--- config.mk ---
export PLATFORM = sky130hd
export DESIGN_NAME = uart_rx
export DESIGN_NICKNAME = d
export VERILOG_FILES = /design/src/rtl/uart_rx.sv
export SDC_FILE = /design/constraint.sdc
export NUM_CORES = 1
export LEC_CHECK = 0
export CORE_MARGIN = 10
export CORE_UTILIZATION = 56
export DETAILED_ROUTE_END_ITERATION = 8
export PLACE_DENSITY = 0.73
export SYNTH_ARGS = -nofsm -noshare
export SYNTH_HDL_FRONTEND = slang
export SYNTH_SLANG_ARGS = --single-unit
export TNS_END_PERCENT = 50
--- constraint.sdc ---
create_clock -name clk -period 2.9 [get_ports clk]
set_input_delay 0.435 -clock clk [delete_from_list [all_inputs] [get_ports clk]]
set_output_delay 0.435 -clock clk [all_outputs]
set_load 0.05 [all_outputs]
--- src/rtl/uart_rx.sv ---
// UART receiver: 2-flop line synchroniser, centre-sampling framing FSM and receive FIFO.
// Good words are queued; framing and overrun conditions raise sticky status bits.
module uart_rx #(
  parameter int DIV    = 16,
  parameter int DWIDTH = 8,
  parameter int FDEPTH = 32
) (
  input  logic              clk,
  input  logic              rst,
  input  logic              sIn,
  input  logic              dataRen,
  output logic [DWIDTH-1:0] dataOut,
  output logic              fifoEmpty,
  output logic              fifoFull,
  output logic              rxBusy,
  output logic              frameErr,
  output logic              overrunErr,
  input  logic              errClr
);
  localparam int SW = $clog2(DIV);
  localparam int BW = $clog2(DWIDTH) + 1;
  localparam int AW = $clog2(FDEPTH);
  localparam int CW = AW + 1;

  localparam logic [SW-1:0] HALF_M1 = SW'(DIV / 2 - 1);
  localparam logic [SW-1:0] FULL_M1 = SW'(DIV - 1);
  localparam logic [BW-1:0] LAST_BIT = BW'(DWIDTH - 1);
  localparam logic [CW-1:0] FULL_CNT = CW'(FDEPTH);

  typedef enum logic [2:0] {
    S_IDLE  = 3'd0,
    S_START = 3'd1,
    S_DATA  = 3'd2,
    S_STOP  = 3'd3,
    S_BREAK = 3'd4
  } state_e;

  logic              rx_meta_q, rx_s_q;
  state_e            state_q, state_d;
  logic [SW-1:0]     sample_cnt_q, sample_cnt_d;
  logic [BW-1:0]     bit_cnt_q, bit_cnt_d;
  logic [DWIDTH-1:0] shift_q, shift_d;
  logic              frame_err_q, frame_err_d;
  logic              overrun_err_q, overrun_err_d;
  logic [AW-1:0]     wr_ptr_q, wr_ptr_d, rd_ptr_q, rd_ptr_d;
  logic [CW-1:0]     count_q, count_d;
  logic [DWIDTH-1:0] data_out_q, data_out_d;
  logic [DWIDTH-1:0] mem [FDEPTH];

  logic fifo_wr, fifo_rd, frame_set, overrun_set, full;

  assign full = (count_q == FULL_CNT);

  // NOTE: every output of this block gets a default first so no path can leave a value unassigned (no latches).
  always_comb begin
    state_d      = state_q;
    sample_cnt_d = sample_cnt_q;
    bit_cnt_d    = bit_cnt_q;
    shift_d      = shift_q;
    fifo_wr      = 1'b0;
    frame_set    = 1'b0;
    overrun_set  = 1'b0;
    case (state_q)
      S_IDLE: begin
        if (!rx_s_q) begin
          state_d      = S_START;
          sample_cnt_d = '0;
        end
      end
      S_START: begin
        if (sample_cnt_q == HALF_M1) begin
          sample_cnt_d = '0;
          bit_cnt_d    = '0;
          state_d      = rx_s_q ? S_IDLE : S_DATA;
        end else begin
          sample_cnt_d = sample_cnt_q + SW'(1);
        end
      end
      S_DATA: begin
        if (sample_cnt_q == FULL_M1) begin
          sample_cnt_d = '0;
          shift_d      = {rx_s_q, shift_q[DWIDTH-1:1]};
          if (bit_cnt_q == LAST_BIT) state_d = S_STOP;
          else                       bit_cnt_d = bit_cnt_q + BW'(1);
        end else begin
          sample_cnt_d = sample_cnt_q + SW'(1);
        end
      end
      S_STOP: begin
        if (sample_cnt_q == FULL_M1) begin
          sample_cnt_d = '0;
          if (rx_s_q) begin
            // Fullness is judged before any same-cycle read, so that case is an overrun.
            if (full) overrun_set = 1'b1;
            else      fifo_wr     = 1'b1;
            state_d = S_IDLE;
          end else begin
            frame_set = 1'b1;
            state_d   = S_BREAK;
          end
        end else begin
          sample_cnt_d = sample_cnt_q + SW'(1);
        end
      end
      S_BREAK: if (rx_s_q) state_d = S_IDLE;
      default: state_d = S_IDLE;
    endcase
  end

  always_comb begin
    fifo_rd       = dataRen && (count_q != '0);
    wr_ptr_d      = fifo_wr ? wr_ptr_q + AW'(1) : wr_ptr_q;
    rd_ptr_d      = fifo_rd ? rd_ptr_q + AW'(1) : rd_ptr_q;
    data_out_d    = fifo_rd ? mem[rd_ptr_q] : data_out_q;
    count_d       = count_q + CW'(fifo_wr) - CW'(fifo_rd);
    // A set in the same cycle as errClr wins.
    frame_err_d   = (frame_err_q & ~errClr) | frame_set;
    overrun_err_d = (overrun_err_q & ~errClr) | overrun_set;
  end

  // NOTE: sequential state uses non-blocking assignments so all flops update together on the edge.
  always_ff @(posedge clk or posedge rst) begin
    if (rst) begin
      rx_meta_q     <= 1'b1;
      rx_s_q        <= 1'b1;
      state_q       <= S_IDLE;
      sample_cnt_q  <= '0;
      bit_cnt_q     <= '0;
      shift_q       <= '0;
      frame_err_q   <= 1'b0;
      overrun_err_q <= 1'b0;
      wr_ptr_q      <= '0;
      rd_ptr_q      <= '0;
      count_q       <= '0;
      data_out_q    <= '0;
    end else begin
      rx_meta_q     <= sIn;
      rx_s_q        <= rx_meta_q;
      state_q       <= state_d;
      sample_cnt_q  <= sample_cnt_d;
      bit_cnt_q     <= bit_cnt_d;
      shift_q       <= shift_d;
      frame_err_q   <= frame_err_d;
      overrun_err_q <= overrun_err_d;
      wr_ptr_q      <= wr_ptr_d;
      rd_ptr_q      <= rd_ptr_d;
      count_q       <= count_d;
      data_out_q    <= data_out_d;
    end
  end

  // NOTE: FIFO storage is not reset; the pointers and count alone define which entries are valid.
  always_ff @(posedge clk) begin
    if (fifo_wr) mem[wr_ptr_q] <= shift_q;
  end

  assign dataOut    = data_out_q;
  assign fifoEmpty  = (count_q == '0);
  assign fifoFull   = full;
  assign rxBusy     = (state_q != S_IDLE);
  assign frameErr   = frame_err_q;
  assign overrunErr = overrun_err_q;
endmodule

* Word level (Yosys, flattened, before mapping)
Memories as Yosys holds them, arrays and structs flattened. A register that Yosys moved wholly into a read port is not among the register bits.
Index checks and enable logic that the tools add are counted.
** Word-level totals
- Bits in registers :: 39
- Bits in writable memories :: 256
- Input bits :: 5
- Output and inout port bits :: 13
- Logic and storage cells :: 80
- Memories kept :: 1
** Memories
- mem :: words 32, width 8, rd ports 1, clocked after memory_dff 1, write ports 1, line 48 : logic [DWIDTH-1:0] mem [FDEPTH];
** Cells by class
- Add/sub/neg operators :: 6
- Eq/ne operators :: 15
- Mux-type cells :: 30
- Bitwise operators :: 5
- Reductions and logical operators :: 12
** Operator list (number)
- $mux W4 :: 6
- $mux W3 :: 7
- $pmux W3 S5 :: 1
- $ne A2 B2 Y1 const B :: 7
- $mux W1 :: 13
- $pmux W4 S3 :: 1
- $add A5 B1 Y5 const B :: 2
- $add A4 B1 Y4 const B :: 2
- $eq A4 B3 Y1 const B :: 2
- $pmux W4 S2 :: 1
- $add A6 B1 Y6 :: 1
- $eq A3 B2 Y1 const B :: 2
- $eq A6 B6 Y1 const B :: 1
- $logic_not A6 Y1 :: 1
- $reduce_and A6 Y1 :: 1
- $reduce_bool A3 Y1 :: 2
- $reduce_bool A6 Y1 :: 1
- $sub A6 B1 Y6 :: 1
- $eq A4 B4 Y1 const B :: 1
- $reduce_and A2 Y1 :: 2
- $reduce_and A4 Y1 :: 1
- $eq A3 B1 Y1 const B :: 1
- $eq A3 B3 Y1 const B :: 1
- $logic_not A3 Y1 :: 1
- other kinds (7) :: 9

* Depth between registers and ports, before layout
Gate-level depths: netlist (run 1).
- Word-level depth :: 7
- Gate-level depth with buffers :: 14
- Gate-level depth less buffers :: 13

* Worst setup path after synthesis (run 1)
OpenSTA, ideal clock, no wires.
- Kind :: reg2reg
- Start :: register count_q[2]
- End :: register count_q[5]
- Setup time :: 0.140 ns
- Arrival time :: 2.788 ns
- Data required time :: 2.760 ns
- Path slack :: -0.027 ns
- Stages on the path, launching flop included :: 13
- Path buffers :: 0
- Clock period less this slack :: 2.927 ns
- Cells stage by stage :: dfrtp_1 inv_1 ha_1 and4bb_2 nor4b_4 inv_1 ha_1 inv_1 ha_1 a21o_1 a21o_1 a2111oi_0 a311oi_1
** On the way
- Word-level cells in the longest chain between the ends :: 7
- Elaborated cells on any way between the ends :: 9
- Classes of those cells :: add/sub (2); eq/ne (1); mux (4); reduce/logical (2)
** RTL lines
- from (decl) :: line 46 : logic [CW-1:0] count_q, count_d;
- from (signal assigned) :: line 147 : count_q <= count_d;
- $eq A6 B6 Y1 :: line 52 : assign full = (count_q == FULL_CNT);
- net fifoFull :: line 14 : output logic fifoFull,
- $mux W1 :: line 94 : if (full) overrun_set = 1'b1;
- $mux W1 :: line 92 : if (rx_s_q) begin
- $mux W1 :: line 90 : if (sample_cnt_q == FULL_M1) begin
- $mux W1 :: line 63 : case (state_q)
- $add A6 B1 Y6 :: line 115 : count_d = count_q + CW'(fifo_wr) - CW'(fifo_rd);
- $sub A6 B1 Y6 :: line 115
- net count_d[5] :: line 46
The timed path passes the listed nets, and every way through them passes these cells.
A chain may end at the register's enable or synchronous reset.

* Final worst setup path (run 1)
- Start :: register count_q[3]
- End :: output port fifoFull
** On the way
- Word-level cells in the longest chain between the ends :: 1
** RTL lines (line)
- $eq A6 B6 Y1 :: 52
- to (decl) :: 14
Every way passes these cells.

==> results of run 1 <==
[power by group]
group	total [µW]	internal (µW)	leakage [µW]	switching [µW]
sequential	5190	4870	0.00293	321
combinational	2850	1230	0.00157	1620
clock	3570	2040	0.000446	1530
[final timing paths]
path / to / slack, ps
max: fifoFull / 150
max in group asynchronous: rx_s_q$_DFF_PP1_ / 1950
max reg2reg: count_q[5]$_DFF_PP0_ / 160
min: count_q[1]$_DFF_PP0_ / 180
min in group clk: rx_meta_q$_DFF_PP1_ / 300
min reg2reg: rx_s_q$_DFF_PP1_ / 360
[Yosys cell counts, types with 4 or more instances]
library cell and instances:
buf_2 12, o22ai_1 25, a221oi_1 8, nor2b_1 5, a211oi_1 17, nand3_1 5, nand3b_1 8, a21oi_1 12
or2_2 9, nand2_1 12, mux2i_1 57, edfxtp_1 256, mux2_2 12, clkbuf_1 8, nand4_1 5, dfrtp_1 45
nor2_1 52, xnor2_1 9, inv_1 18, o21ai_0 6, a21o_1 5, ha_1 16, buf_8 4, mux4_2 37
[layout make-up]
cell class	count	share of cell area, %
clock buffer	38	5.76
clock inverter	17	0.773
inverter	18	0.486
multi-input combinational	336	22.5
sequential	303	63.8
tap	280	2.52
timing repair buffer	71	4.24
[sequential cells by signal, indices dropped and copies added (netlist names), 3 cells and up]
register,cells
wr_ptr_q,5
rd_ptr_q,5
count_q,6
sample_cnt_q,4
shift_q,8
mem,256
state_q,3
bit_cnt_q,4
dataOut,8
[metrics by stage]
stage / cells / TNS, ps / instance area [µm²] / hold slack (ps) / power, µW
finish: 1063 / 0 / 13900 / 176 / 11600
floorplan: 690 / 0 / 12300 / 345 / 7360
detailed placement: 1008 / 0 / 13000 / 348 / 8090
global route: 1063 / -23.8 / 13900 / 195 / 12100
CTS: 1063 / 0 / 13900 / 177 / 11600
global placement: 1008 / 0 / 13000 / 347 / 7970
[critical path, cell delays in order, from the launching register on]
cell and delay [ps]:
dfrtp_1 380, inv_1 100, ha_1 190, and4bb_4 280
clkdlybuf4s50_1 830
[per-layer routing]
layer | part of all wire [%] | global-route usage (%)
met1 | 40 | 23.4
met2 | 50 | 30.1
met3 | 7.6 | 3.00
met4 | 2.4 | 5.07
met5 | 0 | 0
[cells by family (layout without fill, tap and decap cells)]
logic type | after synthesis | after routing | synth area share (%)
AO/OA/AOI/OAI | 83 | 83 | 4.62
XOR/XNOR | 11 | 11 | 0.786
adder cells (fa/ha/maj) | 17 | 17 | 1.80
buffers and inverters | 51 | 144 | 2.33
flip-flops | 303 | 303 | 72.3
multiplexers | 109 | 109 | 13.2
AND/OR/NAND/NOR | 116 | 116 | 5.00
==> summary.txt, run 1 <==
Floorplan
  – FP Rows: between 50 and 60
  – Horiz. Die Dim: 168 µm
  – Die footprint: 28,200 µm²
  – Core area: 21,700 µm²
  – Initial Util: 56.6%
  – I/O Pins: 18
  – Die Height: 168 µm

Worst setup path
  – Setup crit start: count_q[3]$_DFF_PP0_
  – Worst R2R Start: count_q[2]$_DFF_PP0_
  – CP endpoint kind: primary output
  – Critical path class: reg2out
  – CP startpoint kind: register
  – CP max FO: 3
  – R2R depth: 12
  – Data arrival, critical path: 2320 ps
  – CP required: 2470 ps

STA
  – Setup Viol. Count Final: 0
  – Final WS setup: 149 ps
  – Final hold vios: 0
  – Peak Freq: ~360 MHz
  – Slew HR: 32.3%
  – Clock Skew: 12.5 ps
  – Max-slew violations: 0
  – Least-Margin Pin Slew: 1020 ps
  – Final period util: between 90% and 100%
  – Crit path time final: ~2800 ps

Synth
  – Synth area leaders: edfxtp_1 (63%), dfrtp_1 (9.2%), mux4_2 (6.8%), mux2i_1 (4.7%), ha_1 (1.6%)
  – Post-Syn Area: 12,300 µm²
  – Synth Register Bits: 303
  – Unique masters post-synth: 52
  – Mapped Nets: 712
  – Post-synth top area share: 62.7%
  – Synthesized netlist cell count: 690
  – Synth Flop Type: edfxtp_1
  – Seq/Total Area, Yosys: ~72%
  – EDFF count, synth: 256
  – Mean Syn Cell Area: between 15 and 20 µm²
  – Yosys warns: 0
  – Largest area contributor in the netlist: edfxtp_1
  – FFs w/ async S/R, synth: 15.5%

CTS
  – Max Buffers Root-to-Sink: 3
  – H-tree Lvls: 1
  – TritonCTS Sinks: between 300 and 400
  – Clock Latency Late Sink: 540 ps
  – CTS Buf Count: 30
  – Buffers inserted by post-CTS timing repair: 0
  – Post-CTS Resized: 0
  – Cts hold-fix bufs: 0
  – CTS tree: yes
  – Clock root buffer: clkbuf_16
  – CTS clock-pin slew for the worst setup and hold paths: 60 ps

Finish
  – Fillers: 1,457
  – Commonest non-fill, non-tap cell in the layout: edfxtp_1
  – Synth-to-Final Area Change: 13.4%
  – Share of layout cells above drive strength 1: 20.8%
  – Register Area: between 8000 and 9000 µm²
  – Commonest non-fill, non-tap cells in the layout: edfxtp_1 (256), mux2i_1 (57), buf_4 (53), nor2_1 (52), dfrtp_1 (43)
  – Footprint of the multi-input gates: around 3100 µm²
  – Final net count: about 780
  – Final antenna diode count: 0
  – Final Util: between 60% and 70%

Power and ir drop
  – LEAKAGE: 0.00495 µW
  – Power Dens Cells: 834 nW/µm²
  – Peak VDD IR: 701 µV

Place
  – Port Buf Inserts: 17
  – HPWL after detailed placement: 16,800 µm
  – Pre-CTS setup slack: around 100 ps
  – Placer congestion estimate: about 0.86

Global route
  – Initial antenna violation count: 0
  – Gr usage total: 17.9%
  – Vias in the first global route: 6,771
  – First-pass GRT wire length: 39,900 µm
  – Gr ovfl total: 0
  – Largest net degree at the start of global routing: 34

Drt
  – Iter 0 DRT Violations: 572
  – Drt pass-1 iters: 5
  – Final ANT Viol Nets: 0
  – Routed len/inst: about 24 µm
  – Vias per inst: roughly 6.1
  – Via count: 6,523
  – WL final: 25,400 µm
  – DRC Markers: 0

Run status
  – Status: finished, final reports clean

Flow run
  – Maxcap violations: 0

Worst hold path
  – Hold Crit Class: in2async
Power figures use the tool's default switching activity.
==> inputs of run 2 (changes only) <==
RECOVER_POWER = 50   (was default)
==> run 2 against run 1 <==
The run now ends with capacitance limit, slew limit left. Cell count is the same. Sequential share of layout area grew 0.17 points. Largest power group unchanged. Total power is essentially flat. Highest routed layer unchanged. Clock skew is essentially flat.
==> summary.txt, run 2 (same netlist as run 1, synthesis figures left out) <==
Run status
  – Status: finished with violations (was finished, final reports clean)
  – Failing checks: capacitance limit, slew limit

Power and ir drop
  – Combinational share of power: 24.5% (about the same)
  – NetSw: 3470 µW (about the same)
  – Internal: 8120 µW (was 8140 µW)
  – Switching Share: 29.9% (about the same)
  – Proportion of power drawn by the clock network: 30.7% (was 30.8%)
  – Sequential power share: 44.8% (was 44.7%)
  – LEAKAGE: 0.00491 µW (was 0.00495 µW)
  – Peak VDD IR: 687 µV (was 701 µV)
  – Total Power: 11,600 µW (about the same)
  – Power Dens Cells: 836 nW/µm² (was 834 nW/µm²)

Global route
  – Gr ovfl total: 0 (unchanged)
  – Gr usage total: 17.9% (unchanged)
  – Largest net degree at the start of global routing: 34 (unchanged)
  – First-pass GRT wire length: 39,900 µm (unchanged)
  – Initial antenna violation count: 0 (unchanged)
  – Vias in the first global route: 6,771 (unchanged)

STA
  – Hold slack: 358 ps (was 176 ps)
  – Clock Skew: 12.2 ps (was 12.5 ps)
  – Slew HR: -13.5% (was 32.3%)
  – Setup Viol. Count Final: 0 (unchanged)
  – Crit path time final: 2750 ps (about the same)
  – Least-Margin Pin Slew: 1700 ps (was 1020 ps)
  – Final period util: 94.9% (about the same)
  – Peak Freq: 363 MHz (about the same)
  – Max-slew violations: 132 (was 0)
  – Final hold vios: 0 (unchanged)

Worst setup path
  – CP startpoint kind: register (unchanged)
  – Crit Reg-Reg Endpoint: count_q[5]$_DFF_PP0_ (unchanged)
  – Worst reg2reg setup slack: 160 ps (about the same)
  – R2R depth: 12 (unchanged)
  – Critical path class: reg2out (unchanged)
  – CP required: 2470 ps (about the same)
  – Worst R2R Start: count_q[2]$_DFF_PP0_ (unchanged)
  – Data arrival, critical path: 2320 ps (about the same)
  – CP endpoint kind: primary output (unchanged)
  – CP max FO: 3 (unchanged)

Finish
  – Final antenna diode count: 0 (unchanged)
  – Synth-to-Final Area Change: 13.1% (was 13.4%)
  – Share of layout cells above drive strength 1: 19.5% (was 20.8%)
  – Final net count: 782 (unchanged)
  – Biggest register: mem (unchanged)
  – Max reg flops: 256 (unchanged)
  – Register Area: 8870 µm² (unchanged)
  – Fillers: 1,464 (was 1,457)
  – Commonest non-fill, non-tap cell in the layout: edfxtp_1 (unchanged)
  – Footprint of the multi-input gates: 3120 µm² (unchanged)
  – Commonest non-fill, non-tap cells in the layout: edfxtp_1 (256), mux2i_1 (57), nor2_1 (52), dfrtp_1 (43), buf_4 (43) (was edfxtp_1 (256), mux2i_1 (57), buf_4 (53), nor2_1 (52), dfrtp_1 (43))

CTS
  – Buffers inserted by post-CTS timing repair: 0 (unchanged)
  – Max Buffers Root-to-Sink: 3 (unchanged)
  – Clock root buffer: clkbuf_16 (unchanged)
  – CTS Buf Count: 30 (unchanged)
  – CTS tree: yes (unchanged)
  – TritonCTS Sinks: 303 (unchanged)
  – CTS clock-pin slew for the worst setup and hold paths: 60 ps (about the same)
  – Clock Latency Late Sink: 540 ps (about the same)
  – H-tree Lvls: 1 (unchanged)

Drt
  – Routed len/inst: 23.9 µm (about the same)
  – Drt pass-1 iters: 6 (was 5)
  – Vias per inst: 6.12 (was 6.14)
  – DRC Markers: 0 (unchanged)
  – Via count: 6,503 (was 6,523)
  – Iter 0 DRT Violations: 527 (was 572)
  – Final ANT Viol Nets: 0 (unchanged)
  – WL final: 25,400 µm (about the same)

Worst hold path
  – Hold worst-path end: rx_s_q$_DFF_PP1_
  – WHS Path Cells: 0
  – Hold Startpoint: rx_meta_q$_DFF_PP1_
  – Hold Crit Class: reg2reg (was in2async)

Place
  – HPWL after detailed placement: 16,800 µm (unchanged)
  – Port Buf Inserts: 17 (unchanged)
  – Placer congestion estimate: 0.858 (unchanged)

Floorplan
  – I/O Pins: 18 (unchanged)
  – Die Height: 168 µm (unchanged)
  – FP Rows: 54 (unchanged)
  – Initial Util: 56.6% (unchanged)
  – Die footprint: 28,200 µm² (unchanged)
  – Horiz. Die Dim: 168 µm (unchanged)
  – Core area: 21,700 µm² (unchanged)

Flow run
  – Maxcap violations: 4 (was 0)
## run 2: cell types whose count changed in the layout (fill, tap and decap cells not counted)
| cell | before | now |
|---|---|---|
| buf_4 | 53 | 43 |
| clkbuf_1 | 7 | 16 |
| clkbuf_2 | 0 | 1 |
| clkdlybuf4s50_1 | 16 | 14 |
| dlygate4sd3_1 | 0 | 2 |
| inv_1 | 17 | 18 |
| inv_2 | 1 | 0 |
## run 2: power groups by stage
stage               clock (µW)  sequential [µW]  combinational [µW]
floorplan                    0             5260                2100
global placement             0             5250                2720
detailed placement           0             5270                2820
CTS                       3610             5180                2840
global route              3810             5210                3060
finish                    3570             5200                2840
## run 2: final cells by class
class | count | share of cell area (%)
sequential | 303 | 63.9
multi-input combinational | 336 | 22.5
clock buffer | 38 | 5.78
timing repair buffer | 71 | 3.99
tap | 280 | 2.52
clock inverter | 17 | 0.775
inverter | 18 | 0.487
## run 2: critical path: stages (launching register included)
cell             delay, ps
dfrtp_1                380
inv_1                  100
ha_1                   190
and4bb_4               280
clkdlybuf4s50_1        830
## run 2: layer usage
| layer | wire, µm | up-vias | GRT usage (%) |
|---|---|---|---|
| li1 | - | 2866 | - |
| met1 | 10200 | 3359 | 23.4 |
| met2 | 13000 | 238 | 30.1 |
| met3 | 1690 | 40 | 3.00 |
| met4 | 612 | 0 | 5.07 |
| met5 | 0 | - | 0 |
## run 2: what timing repair did
item,4_1_cts,5_1_grt
endpoints found under the setup margin,0,2
hold buffers,0,0
gates resized for setup,0,3
## run 2: worst max-delay path by stage
stage	from	endpoint	slack, ps	depth (start not counted)
final	count_q[3]$_DFF_PP0_	fifoFull	150	4
after CTS	count_q[2]$_DFF_PP0_	count_q[5]$_DFF_PP0_	100	12
after floorplan	count_q[2]$_DFF_PP0_	count_q[5]$_DFF_PP0_	9	12
after global placement	count_q[2]$_DFF_PP0_	count_q[5]$_DFF_PP0_	240	12
after global routing	count_q[2]$_DFF_PP0_	count_q[5]$_DFF_PP0_	-20	12
after detailed placement	count_q[2]$_DFF_PP0_	count_q[5]$_DFF_PP0_	100	12
## run 2: through the flow
| step | area, µm² | std cells | util (%) | setup slack (ps) | TNS, ps |
|---|---|---|---|---|---|
| after floorplan | 12300 | 690 | - | 9.08 | 0 |
| after global placement | 13000 | 1008 | 59.9 | 236 | 0 |
| after detailed placement | 13000 | 1008 | 59.9 | 102 | 0 |
| after CTS | 13900 | 1063 | 64.1 | 101 | 0 |
| after global routing | 13900 | 1063 | 64.0 | -23.8 | -23.8 |
| final | 13900 | 1063 | 64.0 | 149 | 0 |
==> inputs of run 3 (changes only) <==
CORE_UTILIZATION = 40   (was 56)
PLACE_DENSITY = 0.55   (was 0.73)
==> run 3 against run 2 <==
The flow now finishes without violations. Routed wire length rose by 5.0%. Count of clock-buffer cells in the layout down 1. Register-to-register slack hardly changed. Sequential share of layout area shrank 1.6 points. Core utilization is 17 points lower. Critical path type unchanged. Largest cell class unchanged. Highest routed layer unchanged.
==> summary.txt, run 3 (same netlist as run 1, synthesis figures left out) <==
Worst setup path
  – CP required: 2470 ps (about the same)
  – Worst R2R Start: count_q[2]$_DFF_PP0_ (unchanged)
  – Crit Reg-Reg Endpoint: count_q[5]$_DFF_PP0_ (unchanged)
  – CP max FO: 3 (unchanged)
  – Critical path class: reg2out (unchanged)
  – Critical Path End: fifoFull (unchanged)
  – Worst reg2reg setup slack: 150 ps (was 160 ps)
  – Setup crit start: count_q[2]$_DFF_PP0_ (was count_q[3]$_DFF_PP0_)
  – Data arrival, critical path: 2370 ps (was 2320 ps)
  – R2R depth: 12 (unchanged)
  – CP endpoint kind: primary output (unchanged)
  – CP startpoint kind: register (unchanged)

Floorplan
  – I/O Pins: 18 (unchanged)
  – Die Height: 195 µm (was 168 µm)
  – Horiz. Die Dim: 195 µm (was 168 µm)
  – Die footprint: 38,100 µm² (was 28,200 µm²)
  – Core area: 30,400 µm² (was 21,700 µm²)
  – Initial Util: 40.3% (was 56.6%)
  – FP Rows: 64 (was 54)

Power and ir drop
  – Total Power: 12,300 µW (was 11,600 µW)
  – Power Dens Cells: 863 nW/µm² (was 836 nW/µm²)
  – LEAKAGE: 0.00500 µW (was 0.00491 µW)
  – Peak VDD IR: 509 µV (was 687 µV)

Drt
  – Vias per inst: 5.41 (was 6.12)
  – Via count: 6,386 (was 6,503)
  – DRC Markers: 0 (unchanged)
  – Final ANT Viol Nets: 0 (unchanged)
  – WL final: 26,700 µm (was 25,400 µm)
  – Iter 0 DRT Violations: 376 (was 527)
  – Routed len/inst: 22.6 µm (was 23.9 µm)
  – Drt pass-1 iters: 5 (was 6)

CTS
  – Clock root buffer: clkbuf_16 (unchanged)
  – Clock Latency Late Sink: 570 ps (was 540 ps)
  – Cts hold-fix bufs: 0 (unchanged)
  – TritonCTS Sinks: 303 (unchanged)
  – CTS Buf Count: 31 (was 30)
  – CTS tree: yes (unchanged)
  – CTS clock-pin slew for the worst setup and hold paths: 60 ps (about the same)
  – Max Buffers Root-to-Sink: 3 (unchanged)
  – H-tree Lvls: 1 (unchanged)

Place
  – Placed Instance Area: 13,100 µm² (was 13,000 µm²)
  – HPWL after detailed placement: 17,800 µm (was 16,800 µm)
  – Pre-CTS setup slack: 109 ps (was 102 ps)
  – Port Buf Inserts: 17 (unchanged)
  – Placer congestion estimate: 0.842 (was 0.858)

Finish
  – Final antenna diode count: 0 (unchanged)
  – Commonest non-fill, non-tap cells in the layout: edfxtp_1 (256), mux2i_1 (57), nor2_1 (52), buf_4 (44), dfrtp_1 (43) (was edfxtp_1 (256), mux2i_1 (57), nor2_1 (52), dfrtp_1 (43), buf_4 (43))
  – Footprint of the multi-input gates: 3140 µm² (was 3120 µm²)
  – Commonest non-fill, non-tap cell in the layout: edfxtp_1 (unchanged)
  – Synth-to-Final Area Change: 16.0% (was 13.1%)
  – Design area: 14,200 µm² (was 13,900 µm²)
  – Fillers: 2,589 (was 1,464)
  – Max reg flops: 256 (unchanged)
  – Share of layout cells above drive strength 1: 21.8% (was 19.5%)
  – Final net count: 782 (unchanged)
  – Biggest register: mem (unchanged)
  – Register Area: 8870 µm² (unchanged)

Global route
  – Gr usage total: 13.8% (was 17.9%)
  – Largest net degree at the start of global routing: 35 (was 34)
  – Vias in the first global route: 6,641 (was 6,771)
  – Initial antenna violation count: 0 (unchanged)
  – First-pass GRT wire length: 41,200 µm (was 39,900 µm)
  – Gr ovfl total: 0 (unchanged)

STA
  – Setup TNS: 0 ps (unchanged)
  – Final WS setup: 91.9 ps (was 149 ps)
  – RSZ-0062 raised after global routing: true
  – Clock Skew: 14.4 ps (was 12.2 ps)
  – Hold slack: 361 ps (was 358 ps)
  – Final hold vios: 0 (unchanged)
  – Crit path time final: 2810 ps (was 2750 ps)
  – Least-Margin Pin Slew: 1200 ps (was 1700 ps)
  – Max-slew violations: 0 (was 132)
  – Setup Viol. Count Final: 0 (unchanged)
  – Slew HR: 19.9% (was -13.5%)
  – Final period util: 96.8% (was 94.9%)
  – Peak Freq: 356 MHz (was 363 MHz)

Worst hold path
  – Hold Crit Class: reg2reg (unchanged)

Run status
  – Status: finished, final reports clean (was finished with violations)

Flow run
  – Maxcap violations: 0 (was 4)
-- run 3: cell count changes in the layout (fill, tap and decap cells not counted), sizes merged --
cell / previous run / this run
inv: 20 / 19
clkinv: 14 / 12
buf: 44 / 46
clkinvlp: 0 / 3
clkbuf: 48 / 44
bufinv: 1 / 5
-- run 3: worst max-delay path: stages (launching register included) --
cell and delay (ps):
dfrtp_1 380, inv_1 80, ha_1 190, and4bb_4 280, clkdlybuf4s50_1 870
-- run 3: worst min-delay path by stage --
stage                             start                       to  slack (ps)  cells past startpoint
global route        rx_meta_q$_DFF_PP1_         rx_s_q$_DFF_PP1_         380                      0
global placement    rx_meta_q$_DFF_PP1_         rx_s_q$_DFF_PP1_         350                      0
CTS                                 rst  rd_ptr_q[1]$_DFFE_PP0P_         280                      2
detailed placement  rx_meta_q$_DFF_PP1_         rx_s_q$_DFF_PP1_         350                      0
finish              rx_meta_q$_DFF_PP1_         rx_s_q$_DFF_PP1_         360                      0
floorplan           rx_meta_q$_DFF_PP1_         rx_s_q$_DFF_PP1_         350                      0
-- run 3: area by class of cell --
type	instances	area share (%)
clock buffers	37	5.89
clock inverters	21	1.74
inverters	18	0.475
multi-input cells	336	22.1
flip-flops and latches	303	62.3
well taps	396	3.48
repair buffers	70	4.00
-- run 3: per-stage QoR --
step,utilization (%),instances
after global routing,46.8,1181
after global placement,43.2,1123
after CTS,46.8,1181
after detailed placement,43.2,1123
after floorplan,-,690
final,46.8,1181
-- run 3: repair_timing --
item                       4_1_cts  5_1_grt
buffers inserted                 0        0
setup endpoints to repair        0        3
resized for setup                0        7
-- run 3: power breakdown --
part / leakage [µW] / internal [µW] / total [µW] / switching [µW]
combinational: 0.00154 / 1260 / 2850 / 1580
clock: 0.000532 / 2510 / 4170 / 1670
sequential: 0.00293 / 4870 / 5260 / 389
total: 0.00500 / 8640 / 12300 / 3640
-- run 3: layer usage --
layer  vias to the layer above  global-route usage [%]  wire length, µm
met1                      3329                    18.3            11800
met4                         0                    3.28              539
li1                       2873                       -                -
met5                         -                       0                0
met3                        43                    2.62             1250
met2                       141                    23.0            13100
==> edit 1: new RTL, settings of run 2 <==
Change the parameter `DIV` from 16 to 32.
--- a/src/rtl/uart_rx.sv
+++ b/src/rtl/uart_rx.sv
@@ -2,5 +2,5 @@
 // Good words are queued; framing and overrun conditions raise sticky status bits.
 module uart_rx #(
-  parameter int DIV    = 16,
+  parameter int DIV    = 32,
   parameter int DWIDTH = 8,
   parameter int FDEPTH = 32
Function: no difference found for any inputs over 10 cycles, from zero or initial values and one cycle with rst high; that may be too few to reach the edited logic, so the function may still have changed.
==> edit 1 against run 2 <==
The flow still finishes with violations (max-capacitance violations, max-slew violations). Wire length rose by 2.1%. Area after synthesis rose by 1.3%. Highest routed layer unchanged. Largest power group unchanged. Maximum frequency fell by 4.1%. Cell count rose by 1.4%. Sequential power about the same. Sequential share of layout area decreased by 1.3 points. Sequential cell count grew 1. Non-clock buffer count rose by 3. Final area grew 2.4%. Setup slack got worse by 0.12 ns. Largest cell class unchanged. Critical path type is now reg2reg. Die area rose by 1.2%. Register-to-register slack got worse by 0.13 ns. Power is 3.1% higher. First-iteration DRC count increased by 14%.
==> edit 1: results (changes against run 2) <==
Outcome
  – Status: complete, but fails checks
  – Failing checks: max-capacitance violations, max-slew violations

Setup path
  – Worst-path fanout max: 2 (-1)
  – CP max stage cell: dfrtp_1
  – Critical path arrival: 3.31 ns (+0.99 ns)
  – CP peak stage delay: 0.41 ns (-0.42 ns)
  – Worst setup path startpoint: sample_cnt_q[1]
  – Setup slack, reg-to-reg: 0.03 ns (-0.13 ns)

STA
  – Relative slew slack: -7.55% (+6.0 points)
  – Max Clock Skew: 0.0204 ns (+0.00821 ns)
  – Slew Limit Fails: 33 (-75%)
  – Crit path time final: 2.87 ns (+0.116 ns)

Flow run
  – MaxCap Viol Count: 1 (-3)

Global routing
  – Initial antenna violation count: 0 (unchanged)
  – Vias in the first global route: 6,926 (+2.3%)
  – First-pass GRT wire length: 40,300 um (+0.99%)
  – Largest net degree at the start of global routing: 35 (+2.9%)
  – Total Routing Usage GR: 18.1% (+0.26 points)

Clock tree
  – H-tree lvl count: 1 (unchanged)
  – Root Buffer: clkbuf_16
  – CTS buffer count: 30 (unchanged)
  – CTS Buffer Depth: 3 (unchanged)

Routing
  – Routed wire length per instance: 24.1 um (+0.64%)
  – DR iter-0 viols: 599 (+14%)
  – Routed met2 length: 13,000 um (+0.34%)
  – Drt pass-1 iters: 5 (-1)
  – WL met3: 2040 um (+21%)
  – Highest Signal Layer: met4
  – Post-DR vias/cell: 6.11 (about the same)
  – Met1 wire length: 10,200 um (+0.16%)

Layout
  – Layout cells sized above 1: 19.8% (+0.26 points)
  – Fill cell total of the finished layout: 1,448 (-1.1%)
  – Nets: 799 (+2.2%)

Power
  – Pleak: 0.00510 uW (+3.7%)
  – Peak supply drop: 816 uV (+19%)

Yosys
  – Async SR Flop Fraction: 15.8% (+0.28 points)
  – Netlist cell types: 60 (+15%)
  – Synth top area cells: edfxtp_1 62%, dfrtp_1 9.3%, mux4_2 4.9%
  – Ys Warns: 0 (unchanged)
  – Post-synth EDFFs: 256 (unchanged)
  – Syn Nets: 726 (+2.0%)
  – Synth cell count leaders: 256 x edfxtp_1, 56 x mux2i_1, 53 x nor2_1, 46 x dfrtp_1, 27 x mux4_2
  – Register area share after synthesis: 71.6% (-0.73 points)

Placement
  – Hpwl dp: 16,500 um (-1.6%)
  – Pre-CTS setup slack: -0.0657 ns (-0.167 ns)
  – Placer Congestion: 0.842 (-1.9%)

Hold path
  – Hold wc startpoint: rx_meta_q
  – Hold crit path type: reg2reg
[edit 1: final cells by class]
cell class	count	share of cell area [%]
clock buffer	47	6.15
clock inverter	9	0.915
inverter	26	0.687
multi-input combinational	338	23.0
sequential	304	62.6
tap	280	2.46
timing repair buffer	74	4.20
[edit 1: logic make-up (layout without fill, tap and decap cells)]
kind of cell | after synthesis | in the layout | synth area share [%]
adders and majority gates | 20 | 20 | 2.07
muxes | 106 | 106 | 13.1
AOI/OAI and AO/OA | 87 | 87 | 4.90
buffers and inverters | 59 | 156 | 2.80
xor gates and xnor gates | 12 | 12 | 0.846
DFF | 304 | 304 | 71.6
and+or+nand+nor | 113 | 113 | 4.76
[edit 1: layer usage]
metal	up-vias	GRT usage, %
li1	2914	-
met1	3379	23.3
met2	247	29.9
met3	49	3.75
met4	0	6.62
met5	-	0
[edit 1: per-stage QoR]
step	total power [uW]	instances	utilization [%]	cell area, um2	hold WS (ns)
floorplan	7400	701	-	12500	0.345
global placement	7910	1016	60.2	13100	0.347
detailed placement	8030	1016	60.2	13100	0.349
CTS	11900	1075	64.9	14200	0.260
global route	12400	1078	65.1	14200	0.363
finish	12000	1078	65.1	14200	0.357
[edit 1: worst paths after layout]
kind / cells past startpoint / endpoint
worst max-delay path: 15 / count_q[4]
worst min-delay path: 0 / rx_s_q
worst max register to register: 15 / count_q[4]
worst min register to register: 0 / rx_s_q
max in group asynchronous: 3 / wr_ptr_q[0]
min in group asynchronous: 2 / sample_cnt_q[2]
[edit 1: timing repair]
| item | 4_1_cts | 5_1_grt |
|---|---|---|
| pin swaps | 4 | 9 |
| buffers inserted | 3 | 3 |
| gates resized for setup | 0 | 12 |
| cloned | 0 | 0 |
| setup endpoints to repair | 2 | 2 |
[edit 1: critical path: cells and delay by family (launching register included)]
family | cells | cell delay, ns
DFF | 1 | 0.41
buffers and inverters | 3 | 0.12
adders and majority gates | 5 | 1.15
and+or+nand+nor | 5 | 0.76
xor gates and xnor gates | 1 | 0.16
AOI/OAI and AO/OA | 1 | 0.15
[edit 1: report_power, final]
part | switching, uW | internal [uW]
Clock | 1550 | 2330
Combinational | 1630 | 1250
Sequential | 324 | 4870
==> edit 2: new RTL, settings of run 2 <==
Without the edit above. `shift_q` and `data_out_q` no longer have a reset.
--- a/src/rtl/uart_rx.sv
+++ b/src/rtl/uart_rx.sv
@@ -127,5 +127,4 @@
       sample_cnt_q  <= '0;
       bit_cnt_q     <= '0;
-      shift_q       <= '0;
       frame_err_q   <= 1'b0;
       overrun_err_q <= 1'b0;
@@ -133,5 +132,4 @@
       rd_ptr_q      <= '0;
       count_q       <= '0;
-      data_out_q    <= '0;
     end else begin
       rx_meta_q     <= sIn;
@@ -140,5 +138,4 @@
       sample_cnt_q  <= sample_cnt_d;
       bit_cnt_q     <= bit_cnt_d;
-      shift_q       <= shift_d;
       frame_err_q   <= frame_err_d;
       overrun_err_q <= overrun_err_d;
@@ -146,6 +143,10 @@
       rd_ptr_q      <= rd_ptr_d;
       count_q       <= count_d;
-      data_out_q    <= data_out_d;
     end
+  end
+
+  always_ff @(posedge clk) begin
+    shift_q    <= shift_d;
+    data_out_q <= data_out_d;
   end
 
Behaviour: same outputs for any inputs over 10 cycles, from zero or initial values and one cycle with rst high; that may be too few to reach the edited logic, so the function may still have changed.
==> edit 2 against run 2 <==
Final area down 0.58%. Highest routed layer unchanged. Setup slack got worse by 0.063 ns. Area after synthesis decreased by 1.5%. Wire length is 6.0% lower. First-iteration DRC count grew 3.4%. Maximum frequency down 2.3%. Sequential cell count unchanged. Power up 5.2%. Clock skew is 0.018 ns higher.
==> edit 2: results (changes against run 2) <==
Outcome
  – Status: finished clean

Layout
  – Fill cell total of the finished layout: 1,365 (-6.8%)
  – Clock-cell share of area: 6.56% (about the same)
  – Nets: 739 (-5.5%)
  – NonClk Buf Share: 4.26% (+0.27 points)
  – Clk_buf instances: 39 (+2.6%)
  – Signal buffers: 70 (-1.4%)
  – Multi-In Gates: 297 (-12%)
  – Layout cells sized above 1: 22.3% (+2.8 points)
  – Seq/total area: 64.9% (+0.95 points)
  – Area of the multi-input gates: 2950 um2 (-5.5%)
  – Logic inverters: 15 (-3)

Setup path
  – Worst-path fanout max: 5 (+2)
  – Crit Path Class: reg2reg
  – Family with the most delay on the worst path: compound AO/OA/AOI/OAI gates
  – Setup slack, reg-to-reg: 0.09 ns (-0.07 ns)
  – CP peak stage delay: 0.48 ns (-0.35 ns)
  – Cell count of the worst reg-to-reg path: 11 (-1)
  – Worst r2r src: sample_cnt_q[1]
  – CP max stage cell: a2111oi_1
  – Critical path arrival: 3.22 ns (+0.90 ns)

Yosys
  – Synth Area per Inst: 18.7 um2 (+5.2%)
  – Predominant post-synthesis flop cell: edfxtp_1
  – Post-synth EDFFs: 272 (+6.3%)
  – Register area share after synthesis: 74.1% (+1.8 points)
  – Synth top area cells: edfxtp_1 68%, mux4_2 8.9%, dfrtp_1 6.0%
  – Syn Nets: 668 (-6.2%)
  – Ys Warns: 0 (unchanged)
  – Synth cell count leaders: 272 x edfxtp_1, 48 x mux4_2, 44 x nor2_1, 30 x mux2i_1, 29 x dfrtp_1
  – Netlist cell types: 54 (+3.8%)
  – Async SR Flop Fraction: 10.2% (-5.3 points)

Routing
  – WL final: 23,900 um (-6.0%)
  – Routed wire length per instance: 23.6 um (-1.6%)
  – Drt pass-1 iters: 4 (-2)
  – DR iter-0 viols: 545 (+3.4%)
  – Via count: 6,145 (-5.5%)

Placement
  – Pre-CTS setup slack: 0.0232 ns (-0.0784 ns)
  – Placed insts: 956 (-5.2%)
  – Placer Congestion: 0.827 (-3.6%)
  – Hpwl dp: 14,800 um (-12%)

Power
  – Pleak: 0.00468 uW (-4.7%)
  – Sw power: 3680 uW (+5.9%)
  – Combinational logic power: 3350 uW (+18%)
  – Clock network power: 3540 uW
  – Peak supply drop: 715 uV (+4.1%)
  – Internal power: 8520 uW (+4.9%)

STA
  – Max Clock Skew: 0.0301 ns (+0.0179 ns)
  – Worst slew pin tran: 1.29 ns (-0.415 ns)
  – Crit path time final: 2.81 ns (+0.0634 ns)

Clock tree
  – CTS Buffer Depth: 3 (unchanged)
  – CTS-repair resized insts: 1 (+1)
  – Post-CTS Setup Inserts: 0 (unchanged)
  – Clk_lat worst skew: 0.57 ns (+0.03 ns)

Global routing
  – Total Routing Usage GR: 17.0% (-0.86 points)
  – Initial antenna violation count: 0 (unchanged)
  – First-pass GRT wire length: 37,200 um (-6.7%)
  – Vias in the first global route: 6,407 (-5.4%)

Flow run
  – MaxCap Viol Count: 0 (-4)

Die
  – Core area: 21,200 um2 (-2.5%)

Hold path
  – Hold crit path type: in2async
==> edit 2: changes by cell type after synthesis, sizes merged, moves of 7 or more <==
| cell | before | now |
|---|---|---|
| o221ai | 0 | 8 |
| a221oi | 8 | 0 |
| nor2 | 52 | 44 |
| mux4 | 40 | 49 |
| a21oi | 12 | 22 |
| o22ai | 25 | 8 |
| edfxtp | 256 | 272 |
| dfrtp | 45 | 29 |
| a22oi | 0 | 8 |
| mux2i | 57 | 30 |
| mux2 | 12 | 2 |
| a211oi | 17 | 0 |
| a2111oi | 2 | 9 |
==> edit 2: routing by layer <==
| layer | vias to the layer above | GRT usage [%] | share of wire [%] |
|---|---|---|---|
| li1 | 2736 | - | - |
| met4 | 0 | 5.19 | 2.1 |
| met3 | 40 | 2.57 | 6.4 |
| met2 | 191 | 28.8 | 51 |
| met5 | - | 0 | 0 |
| met1 | 3178 | 22.2 | 40 |
==> edit 2: cell families after synthesis <==
family | share of synthesized area (%)
xor gates and xnor gates | 0.870
DFF | 74.1
buffers and inverters | 1.87
AOI/OAI and AO/OA | 4.96
adders and majority gates | 1.82
muxes | 11.8
and+or+nand+nor | 4.58
==> edit 2: stage by stage <==
| stage | instance area (um2) | hold slack, ns | TNS (ns) | utilization (%) |
|---|---|---|---|---|
| 3_5_place_dp | 12800 | 0.351 | 0 | 60.7 |
| 6_report | 13800 | 0.296 | 0 | 65.2 |
| 5_1_grt | 13800 | 0.311 | -0.0590 | 65.2 |
| 2_1_floorplan | 12100 | 0.345 | -0.0278 | - |
| 3_3_place_gp | 12800 | 0.347 | 0 | 60.7 |
| 4_1_cts | 13800 | 0.157 | 0 | 65.0 |
